--- src/rtl/adder8_seq_pkg.sv ---
// ----------------------------------------------------------------------------
// adder8_seq_pkg
//   Shared types and constants for the adder8_seq multi-precision add
//   sequencer and its byte-adder datapath.
//
//   Contents:
//     BYTE_W    - width of one operand lane (the adder8 datapath width)
//     state_e   - sequencer state encoding (IDLE, RUN, DONE)
//     cnt_width - lane counter width for a given operand byte count
// ----------------------------------------------------------------------------
package adder8_seq_pkg;

    localparam int unsigned BYTE_W = 8;

    typedef enum logic [1:0] {
        IDLE = 2'd0,
        RUN  = 2'd1,
        DONE = 2'd2
    } state_e;

    // A single-lane sequencer still needs a 1-bit counter so that the
    // lane-select and last-lane compare stay well formed.
    function automatic int unsigned cnt_width(input int unsigned nbytes);
        if (nbytes > 1) begin
            return int'($clog2(nbytes));
        end
        return 1;
    endfunction

endpackage

--- src/rtl/adder8_seq_adder8.sv ---
// ----------------------------------------------------------------------------
// adder8
//   Combinational 8-bit adder with carry in/out. This is the shared byte
//   datapath that adder8_seq time-multiplexes across operand lanes.
//
//   Ports:
//     a    in  [7:0]  addend A
//     b    in  [7:0]  addend B
//     cin  in         carry in
//     sum  out [7:0]  (a + b + cin) mod 256
//     cout out        carry out (bit 8 of a + b + cin)
// ----------------------------------------------------------------------------
module adder8
    import adder8_seq_pkg::*;
(
    input  logic [BYTE_W-1:0] a,
    input  logic [BYTE_W-1:0] b,
    input  logic              cin,
    output logic [BYTE_W-1:0] sum,
    output logic              cout
);

    logic [BYTE_W:0] full;

    assign full = {1'b0, a} + {1'b0, b} + {{BYTE_W{1'b0}}, cin};
    assign sum  = full[BYTE_W-1:0];
    assign cout = full[BYTE_W];

endmodule

--- src/rtl/adder8_seq.sv ---
// ----------------------------------------------------------------------------
// adder8_seq
//   Multi-precision add sequencer. Computes an NBYTES-wide sum by walking the
//   operand lanes LSB first through one shared adder8, chaining each lane's
//   carry-out into the next lane's carry-in. One lane is processed per clock.
//
//   Parameters:
//     NBYTES      operand width in bytes (1..16)
//
//   Ports:
//     clk         in   clock, all state updates on the rising edge
//     rst         in   synchronous active-high reset
//     in_valid    in   operands and carry-in valid
//     in_ready    out  sequencer idle and able to accept an operation
//     in_a        in   operand A  [8*NBYTES-1:0]
//     in_b        in   operand B  [8*NBYTES-1:0]
//     in_cin      in   initial carry-in
//     in_sub      in   subtract select (only with ADDER8_SEQ_SUB_EN)
//     out_valid   out  result valid
//     out_ready   in   consumer accepts the result
//     out_sum     out  result     [8*NBYTES-1:0]
//     out_cout    out  carry out of the MSB lane
//
//   Build option:
//     ADDER8_SEQ_SUB_EN  adds the in_sub port. When in_sub is captured as 1,
//                        each lane adds ~B and the initial carry is forced to
//                        1, giving A - B; out_cout = 1 then means no borrow.
// ----------------------------------------------------------------------------
module adder8_seq
    import adder8_seq_pkg::*;
#(
    parameter int unsigned NBYTES = 4
) (
    input  logic                     clk,
    input  logic                     rst,
    input  logic                     in_valid,
    output logic                     in_ready,
    input  logic [BYTE_W*NBYTES-1:0] in_a,
    input  logic [BYTE_W*NBYTES-1:0] in_b,
    input  logic                     in_cin,
`ifdef ADDER8_SEQ_SUB_EN
    input  logic                     in_sub,
`endif
    output logic                     out_valid,
    input  logic                     out_ready,
    output logic [BYTE_W*NBYTES-1:0] out_sum,
    output logic                     out_cout
);

    localparam int unsigned W  = BYTE_W * NBYTES;
    localparam int unsigned CW = cnt_width(NBYTES);
    localparam logic [CW-1:0] LAST_LANE = CW'(NBYTES - 1);

    // ------------------------------------------------------------------
    // State
    // ------------------------------------------------------------------
    state_e          state_q;
    logic [CW-1:0]   cnt_q;
    logic [W-1:0]    a_q;
    logic [W-1:0]    b_q;
    logic            carry_q;
    logic [W-1:0]    sum_q;
    logic            cout_q;
    logic            in_ready_q;
    logic            out_valid_q;
`ifdef ADDER8_SEQ_SUB_EN
    logic            sub_q;
`endif

    // ------------------------------------------------------------------
    // Lane datapath
    // ------------------------------------------------------------------
    logic [BYTE_W-1:0] lane_a;
    logic [BYTE_W-1:0] lane_b;
    logic [BYTE_W-1:0] lane_sum;
    logic              lane_cout;
    logic [W-1:0]      sum_d;
    logic              carry_init_d;

    // Select the active lane of the captured operands.
    always_comb begin
        lane_a = '0;
        lane_b = '0;
        for (int unsigned i = 0; i < NBYTES; i++) begin
            if (cnt_q == CW'(i)) begin
                lane_a = a_q[i*BYTE_W +: BYTE_W];
                lane_b = b_q[i*BYTE_W +: BYTE_W];
            end
        end
`ifdef ADDER8_SEQ_SUB_EN
        if (sub_q) begin
            lane_b = ~lane_b;
        end
`endif
    end

    adder8 u_adder8 (
        .a    (lane_a),
        .b    (lane_b),
        .cin  (carry_q),
        .sum  (lane_sum),
        .cout (lane_cout)
    );

    // Merge the current lane's sum into the result register image.
    always_comb begin
        sum_d = sum_q;
        for (int unsigned i = 0; i < NBYTES; i++) begin
            if (cnt_q == CW'(i)) begin
                sum_d[i*BYTE_W +: BYTE_W] = lane_sum;
            end
        end
    end

    // Subtraction is A + ~B + 1, so the initial carry is forced high.
    always_comb begin
        carry_init_d = in_cin;
`ifdef ADDER8_SEQ_SUB_EN
        if (in_sub) begin
            carry_init_d = 1'b1;
        end
`endif
    end

    // ------------------------------------------------------------------
    // Sequencer FSM with registered handshake outputs
    // ------------------------------------------------------------------
    always_ff @(posedge clk) begin
        if (rst) begin
            state_q     <= IDLE;
            cnt_q       <= '0;
            a_q         <= '0;
            b_q         <= '0;
            carry_q     <= 1'b0;
            sum_q       <= '0;
            cout_q      <= 1'b0;
            in_ready_q  <= 1'b1;
            out_valid_q <= 1'b0;
`ifdef ADDER8_SEQ_SUB_EN
            sub_q       <= 1'b0;
`endif
        end else begin
            case (state_q)
                IDLE: begin
                    if (in_valid) begin
                        a_q        <= in_a;
                        b_q        <= in_b;
                        carry_q    <= carry_init_d;
                        cnt_q      <= '0;
`ifdef ADDER8_SEQ_SUB_EN
                        sub_q      <= in_sub;
`endif
                        in_ready_q <= 1'b0;
                        state_q    <= RUN;
                    end
                end

                RUN: begin
                    sum_q   <= sum_d;
                    carry_q <= lane_cout;
                    if (cnt_q == LAST_LANE) begin
                        // Counter holds at the last lane rather than wrapping.
                        cout_q      <= lane_cout;
                        out_valid_q <= 1'b1;
                        state_q     <= DONE;
                    end else begin
                        cnt_q <= cnt_q + 1'b1;
                    end
                end

                DONE: begin
                    if (out_ready) begin
                        out_valid_q <= 1'b0;
                        in_ready_q  <= 1'b1;
                        state_q     <= IDLE;
                    end
                end

                default: begin
                    out_valid_q <= 1'b0;
                    in_ready_q  <= 1'b1;
                    state_q     <= IDLE;
                end
            endcase
        end
    end

    assign in_ready  = in_ready_q;
    assign out_valid = out_valid_q;
    assign out_sum   = sum_q;
    assign out_cout  = cout_q;

endmodule

--- config.mk ---
export PLATFORM = sky130hd
export DESIGN_NAME = adder8_seq
export DESIGN_NICKNAME = d
export VERILOG_FILES = /design/src/rtl/adder8_seq_pkg.sv /design/src/rtl/adder8_seq_adder8.sv /design/src/rtl/adder8_seq.sv
export SDC_FILE = /design/constraint.sdc
export NUM_CORES = 1
export LEC_CHECK = 0
export CORE_MARGIN = 2
export CORE_UTILIZATION = 51
export CTS_CLUSTER_DIAMETER = 100
export DETAILED_ROUTE_END_ITERATION = 10
export DONT_BUFFER_PORTS = 1
export GPL_TIMING_DRIVEN = 0
export HOLD_SLACK_MARGIN = 0.03
export PLACE_DENSITY_LB_ADDON = 0.2
export REMOVE_ABC_BUFFERS = 1
export SLEW_MARGIN = 10
export SYNTH_ARGS = -nofsm -noshare
export SYNTH_HDL_FRONTEND = slang
export SYNTH_HIERARCHICAL = 1
export SYNTH_SLANG_ARGS = --single-unit
export TNS_END_PERCENT = 30
--- constraint.sdc ---
create_clock -name clk -period 3.78 [get_ports clk]
set_clock_uncertainty 0.2 [all_clocks]
set_input_delay 0.567 -clock clk [delete_from_list [all_inputs] [get_ports clk]]
set_output_delay 0.567 -clock clk [all_outputs]
set_load 0.05 [all_outputs]
==> metrics.md, run 1 <==
| Metric | Value |
|---|---|
| Global-route wire length before repair | `16000 um` |
| Hold path startpoint | `rst` |
| Global router's overall resource usage | `20.2%` |
| Warnings, synthesis | `6` |
| Main combinational cell family by area after synthesis | `compound AO/OA/AOI/OAI gates` |
| Compound-cell area share of the yosys netlist | `18.7%` |
| Syn avg cell area | `8.04 um2` |
| Share of the yosys chip area belonging to registers | `44.8%` |
| Master cell of the clock root buffer | `sky130_fd_sc_hd__clkbuf_8` |
| Result of the run | `finished clean` |
| Die W | `99.5 um` |
| Share of cells above drive strength 1 | `5.23%` |
| Via density per instance | `5.46` |
| Area of the core | `0.00876 mm2` |
| Post-detailed-route DRC marker count | `0` |
| Drt initial violations | `164` |
| Worst reg2reg path startpoint | `cnt_q[0]` |
| Worst path arrival time | `3580 ps` |
| Count of different cell masters after synthesis | `40` |
| Pre-CTS setup slack | `-277 ps` |
| Diode count | `0` |
| Post-place instance area | `0.00458 mm2` |
| Starting density of the core | `53.0%` |
| Final worst-path setup slack | `301 ps` |
| Clock transition at the registers of the reported paths | `100 ps` |
| Flop and latch count out of synthesis | `104` |
| Class of the worst hold path | `in -> reg` |
| CTS tree | `yes` |
| Area growth, synth to finish | `5.12%` |
| Syn Std Cell Area | `0.00465 mm2` |
| Register-to-register setup slack | `300 ps` |
| Pleak | `0.00203 uW` |
| Sort of element at the start of the critical path | `flip-flop` |
| Setup Crit Path Kind | `reg -> reg` |
| Antenna-violating nets left | `0` |
| Largest driver fanout on the critical path | `17` |
| Number of antenna violations at the first check in global routing | `0` |
| Max-slew violations | `0` |
| Share of async-settable or async-resettable flops after synthesis | `0%` |
| Maximum buffer depth of the clock tree | `2` |
| Number of buffers inserted to repair setup after CTS | `0` |
| Slew at the pin with the worst max-slew slack | `773 ps` |
| Register-to-Register Path Depth | `12` |
| Maximum frequency from static timing analysis | `287 MHz` |
| Setup repair after global routing missed its margin | `false` |
| Row count | `34` |
| Top Ports | `104` |
| Clock sink total | `104` |
| Post-layout minimum cycle time | `3480 ps` |
| Number of input and output port buffers inserted | `0` |
| Finished layout cell area | `0.00488 mm2` |
| Maximum level of the CTS H-tree | `3` |
| Worst Path Required | `3880 ps` |
| Post-Synth Simple-Gate Area | `18.0%` |
| Share of the clock period used by the worst path | `92.0%` |
| Worst slew margin relative to its limit | `48.4%` |
| Number of synthesized flops with an enable pin | `0` |
| Hold Path Stages | `1` |
| Mux contribution to synthesized area | `7.11%` |
| Detailed placement HPWL | `6420 um` |
| Worst-Skew Late Latency | `360 ps` |
| Final GP Congestion | `0.770` |
| Via Count | `3623` |
| Adder-Cell Fraction of Synth Area | `3.82%` |
| Average routed wire per standard cell | `15.0 um` |
| Number of endpoints with negative hold slack in the final report | `0` |
| Max rail drop VDD | `193 uV` |
| Number of CTS-inserted buffers | `9` |
| Length of the first detailed-routing pass in iterations | `5` |
| Final core area utilization | `55.7%` |
| Drt total wl | `9920 um` |
| Synthesized instance count | `578` |
| Die Area | `0.00989 mm2` |
| Die height | `99.5 um` |
| Power density of the placed cells | `477 mW/mm2` |
| Maximum number of pins on one net before global-route repair | `107` |
| Final total power | `2330 uW` |
| Critical Path End Type | `flip-flop` |
| Count of final setup violators | `0` |
| Flip-flop cell with the highest count after synthesis | `sky130_fd_sc_hd__dfxtp_1` |
| Highest-count cells in the layout ignoring fill and taps | `sky130_fd_sc_hd__nand2_1 (148), sky130_fd_sc_hd__dfxtp_1 (104), sky130_fd_sc_hd__a21oi_1 (103), sky130_fd_sc_hd__nor2_1 (36), sky130_fd_sc_hd__mux2i_1 (33)` |
| Final global-route overflow total | `0` |
| Post-synthesis share of cell area spent on xor and xnor gates | `0.754%` |
| End point of the most critical hold path | `a_q[10]` |
| Total Nets Final | `632` |
| Leading cell type in the layout, fill and taps excluded | `sky130_fd_sc_hd__nand2_1` |
| Worst reg2reg path endpoint | `out_sum[20]` |
| Number of max-cap violations | `0` |
| Vias in the first global route | `3261` |
-- metal layers --
layer  vias up  share of wire, %  routed length [um]  track usage, %
li1       1869                 -                   -               -
met1      1652                46                4520            26.5
met2        96                47                4640            32.4
met3         6               7.0                 693            5.27
met4         0              0.63                  62            6.95
met5         -                 0                   0               0
-- repair_timing --
item	CTS	global route
hold buffers	0	3
endpoints found under the hold margin	0	2
setup endpoints to repair	10	9
gates resized for setup	2	4
pin swaps	0	0
-- power breakdown --
part	total [uW]	internal, uW	switching [uW]	leakage [uW]
Combinational	313	124	189	0.00106
Clock	795	414	381	0.000120
Sequential	1220	1150	72.5	0.000850
-- cells in the mapped netlist (3+ instances only) --
master	number	area, um2
sky130_fd_sc_hd__nand2_1	148	556
sky130_fd_sc_hd__dfxtp_1	104	2080
sky130_fd_sc_hd__a21oi_1	103	515
sky130_fd_sc_hd__nor2_1	36	135
sky130_fd_sc_hd__mux2i_1	33	330
sky130_fd_sc_hd__clkbuf_1	24	90.1
sky130_fd_sc_hd__inv_1	21	78.8
sky130_fd_sc_hd__o21ai_0	17	85.1
sky130_fd_sc_hd__a22o_1	16	140
sky130_fd_sc_hd__buf_2	14	70.1
sky130_fd_sc_hd__ha_1	11	138
sky130_fd_sc_hd__buf_6	6	67.6
sky130_fd_sc_hd__nand3b_1	5	37.5
sky130_fd_sc_hd__nand2b_1	4	25.0
sky130_fd_sc_hd__nor3_1	3	15.0
-- worst max-delay path: stages, from the launching register on --
cell and delay (ps):
sky130_fd_sc_hd__dfxtp_1 470, sky130_fd_sc_hd__inv_1 160, sky130_fd_sc_hd__ha_2 370, sky130_fd_sc_hd__nand2_1 120, sky130_fd_sc_hd__o21ai_0 90, sky130_fd_sc_hd__a22o_1 220
sky130_fd_sc_hd__fa_1 480, sky130_fd_sc_hd__fa_1 420, sky130_fd_sc_hd__a21oi_1 250, sky130_fd_sc_hd__o21bai_1 110, sky130_fd_sc_hd__xor2_1 310, sky130_fd_sc_hd__mux2i_1 140
sky130_fd_sc_hd__nor2_1 100
-- registers in the layout (all words and copies together), names as in the netlist --
name,count
carry_q,1
out_sum,32
cnt_q,2
state_q,2
out_cout,1
a_q,32
b_q,32
out_valid,1
in_ready,1
-- logic make-up (layout without fill, tap and decap cells) --
kind of cell	after synthesis	count (layout)
and+or+nand+nor	206	206
AOI/OAI and AO/OA	151	151
adders and majority gates	13	13
buffers and inverters	67	44
DFF	104	104
xor gates and xnor gates	4	4
muxes	33	33
-- how the worst max path moves through the flow --
stage / start / end / slack (ps)
after global routing: cnt_q[0] / out_sum[12] / 10
after global placement: in_valid / a_q[25] / -2020
after CTS: cnt_q[0] / out_sum[20] / 150
after floorplan: in_valid / carry_q / -950
after detailed placement: cnt_q[0] / out_sum[12] / -280
final: cnt_q[0] / out_sum[20] / 300
-- per-stage QoR --
| step | hold WS [ps] | TNS (ps) | std cells |
|---|---|---|---|
| 2_1_floorplan | 230 | -51140 | 533 |
| 3_3_place_gp | 236 | -117720 | 641 |
| 3_5_place_dp | 241 | -2500 | 644 |
| 4_1_cts | 43.2 | 0 | 660 |
| 5_1_grt | 30.6 | 0 | 663 |
| 6_report | 71.9 | 0 | 663 |
-- cell type report --
cell class | instances | area [um2]
Fill cell | 853 | 3880
Multi-Input combinational cell | 407 | 2290
Sequential cell | 104 | 2080
Clock buffer | 11 | 151
Tap cell | 108 | 135
Clock inverter | 5 | 86.3
Inverter | 22 | 82.6
Timing Repair Buffer | 6 | 52.6
No activity file was read; power rests on OpenSTA's default activity.
==> run 2, diff against run 1 <==
--- a/config.mk
+++ b/config.mk
@@ -13,6 +13,7 @@
 export GPL_TIMING_DRIVEN = 0
 export HOLD_SLACK_MARGIN = 0.03
 export PLACE_DENSITY_LB_ADDON = 0.2
+export RECOVER_POWER = 100
 export REMOVE_ABC_BUFFERS = 1
 export SLEW_MARGIN = 10
 export SYNTH_ARGS = -nofsm -noshare
==> constraint.sdc (replaced) <==
create_clock -name clk -period 3.3 [get_ports clk]
set_clock_uncertainty 0.2 [all_clocks]
set_input_delay 0.495 -clock clk [delete_from_list [all_inputs] [get_ports clk]]
set_output_delay 0.495 -clock clk [all_outputs]
set_load 0.05 [all_outputs]
==> run 2 against run 1 <==
Against the previous run: total power rose by 18%; combinational power is 34% higher; clock power grew 16%; hold slack got worse by 30 ps; first-iteration DRC count decreased by 1.8%; sequential cell count unchanged; routed wire length is 7.0% higher.
==> metrics.md, run 2 (synthesized netlist as in run 1, its figures left out) <==
| Metric | Value |
|---|---|
| Result of the run | `finished clean` |
| Top Ports | `104 (unchanged)` |
| Finished layout cell area | `0.00509 mm2 (+4.2%)` |
| Diode count | `0 (unchanged)` |
| Number of input and output port buffers inserted | `0 (unchanged)` |
| Global router's overall resource usage | `21.6% (+1.4 points)` |
| Max rail drop VDD | `226 uV (+17%)` |
| Combined buffer and inverter count along the critical path | `1 (unchanged)` |
| Number of CTS-inserted buffers | `9 (unchanged)` |
| Starting density of the core | `53.0% (unchanged)` |
| Die W | `99.5 um (unchanged)` |
| Highest routed layer | `met4` |
| Pleak | `0.00213 uW (+4.7%)` |
| Maximum number of pins on one net before global-route repair | `103 (-3.7%)` |
| Maximum buffer depth of the clock tree | `2 (unchanged)` |
| Worst path arrival time | `3220 ps (-360 ps)` |
| Number of antenna violations at the first check in global routing | `0 (unchanged)` |
| Power density of the placed cells | `539 mW/mm2 (+13%)` |
| Crit-path max cell delay | `480 ps (about the same)` |
| Leading cell type in the layout, fill and taps excluded | `sky130_fd_sc_hd__nand2_1` |
| Average routed wire per standard cell | `15.7 um (+4.8%)` |
| Maximum frequency from static timing analysis | `320 MHz (+11%)` |
| Post-layout minimum cycle time | `3120 ps (-357 ps)` |
| Drt initial violations | `161 (-1.8%)` |
| Share of the clock period used by the worst path | `94.6% (+2.6 points)` |
| Number of fillers in the final layout | `821 (-3.8%)` |
| Via density per instance | `5.44 (-0.47%)` |
| CTS tree | `yes` |
| Global-route wire length before repair | `16800 um (+5.2%)` |
| Master cell of the clock root buffer | `sky130_fd_sc_hd__clkbuf_8` |
| Critical Path End Type | `flip-flop` |
| Highest-count cells in the layout ignoring fill and taps | `sky130_fd_sc_hd__nand2_1 (148), sky130_fd_sc_hd__dfxtp_1 (102), sky130_fd_sc_hd__a21oi_1 (101), sky130_fd_sc_hd__nor2_1 (36), sky130_fd_sc_hd__mux2i_1 (33)` |
| Worst-Skew Late Latency | `370 ps (about the same)` |
| Count of final setup violators | `0 (unchanged)` |
| Number of max-cap violations | `0 (unchanged)` |
| Met2 Routed Length | `4940 um (+6.6%)` |
| Area of the core | `0.00876 mm2 (unchanged)` |
| Drt total wl | `10600 um (+7.0%)` |
| Final GP Congestion | `0.770 (unchanged)` |
| Final global-route overflow total | `0 (unchanged)` |
| Clock transition at the registers of the reported paths | `100 ps (about the same)` |
| Antenna-violating nets left | `0 (unchanged)` |
| Clock sink total | `104 (unchanged)` |
| Slew at the pin with the worst max-slew slack | `768 ps (-5.82 ps)` |
| Length of the first detailed-routing pass in iterations | `4 (-1)` |
| Worst slew margin relative to its limit | `48.8% (+0.39 points)` |
| Top cell family by delay on the critical path | `adder cells` |
| Share of cells above drive strength 1 | `8.44% (+3.2 points)` |
| Critical path, cell by cell | `inv_1 > ha_4 > a21oi_1 > o21ai_0 > a22o_1 > fa_1 > fa_2 > a21oi_2 > o21bai_1 > xor2_2 > mux2i_1 > nor2_1` |
| Die Area | `0.00989 mm2 (unchanged)` |
| Sort of element at the start of the critical path | `flip-flop` |
| Sum of met3 wire segment lengths after detailed routing | `719 um (+3.8%)` |
| Final setup TNS | `0 ps (unchanged)` |
| Die height | `99.5 um (unchanged)` |
| Max-slew violations | `0 (unchanged)` |
| Maximum level of the CTS H-tree | `3 (unchanged)` |
| Total Nets Final | `646 (+2.2%)` |
| Met1 routed wirelength after detailed routing | `4790 um (+6.0%)` |
| Post-detailed-route DRC marker count | `0 (unchanged)` |
| Row count | `34 (unchanged)` |
| Setup Crit Path Kind | `reg -> reg` |
| Number of endpoints with negative hold slack in the final report | `0 (unchanged)` |
| Class of the worst hold path | `in -> reg` |
| Largest driver fanout on the critical path | `9 (-8)` |
| Post-place instance area | `0.00458 mm2 (unchanged)` |
| Via Count | `3682 (+1.6%)` |
| Area growth, synth to finish | `9.56%` |
| Slowest cell on crit path | `sky130_fd_sc_hd__fa_1` |
| Vias in the first global route | `3351 (+2.8%)` |
| Worst Path Required | `3400 ps (-480 ps)` |
| Detailed placement HPWL | `6420 um (unchanged)` |
## run 2: cell types whose count changed in the layout (fill, tap and decap cells not counted), sizes merged
cell         delta
buf            +12
dlygate4sd3     +2
## run 2: where the power goes
part | switching, uW | internal, uW
Clock | 449 | 474
Sequential | 82.9 | 1320
Combinational | 250 | 170
## run 2: worst paths after layout
path,to,depth (start not counted),start,slack [ps]
setup / recovery,out_sum[20],12,cnt_q[0],180
hold reg to reg,b_q[5],2,b_q[5],260
hold / removal,b_q[8],2,in_b[8],40
setup reg to reg,out_sum[20],12,cnt_q[0],180
## run 2: area by class of cell
class	count	area (um2)	area share, %
Inverter	22	82.6	1.62
Sequential cell	104	2090	41.0
Timing Repair Buffer	20	219	4.30
Clock buffer	11	151	2.97
Clock inverter	5	86.3	1.70
Tap cell	108	135	2.65
Multi-Input combinational cell	407	2330	45.8
## run 2: routing by layer
| metal | GRT usage [%] | up-vias |
|---|---|---|
| met5 | 0 | - |
| met4 | 7.48 | 0 |
| met3 | 5.69 | 10 |
| met2 | 34.0 | 96 |
| met1 | 28.7 | 1680 |
| li1 | - | 1896 |
## run 2: through the flow
step | power, uW | util [%] | setup WS (ps) | hold slack, ps | std cells
finish | 2740 | 58.1 | 178 | 42.0 | 677
global route | 2880 | 58.1 | -12.6 | 32.3 | 677
CTS | 2720 | 56.4 | 16.3 | 35.0 | 664
detailed placement | 1780 | 52.3 | -757 | 241 | 644
global placement | 1770 | 51.9 | -2440 | 236 | 641
floorplan | 1690 | - | -1360 | 230 | 533
## run 2: what timing repair did
item / CTS / global route
pin swaps: 1 / 4
resized for setup: 11 / 5
setup buffers: 2 / 9
gates cloned: 0 / 0
endpoints found under the hold margin: 102 / 4
hold buffers: 2 / 4
setup endpoints to repair: 30 / 13
==> run 3, diff against run 2 <==
--- a/config.mk
+++ b/config.mk
@@ -20,4 +20,3 @@
 export SYNTH_HDL_FRONTEND = slang
 export SYNTH_HIERARCHICAL = 1
 export SYNTH_SLANG_ARGS = --single-unit
-export TNS_END_PERCENT = 30
==> results of run 3 <==
The final DEF is identical to that of run 2; final timing and power are the same.
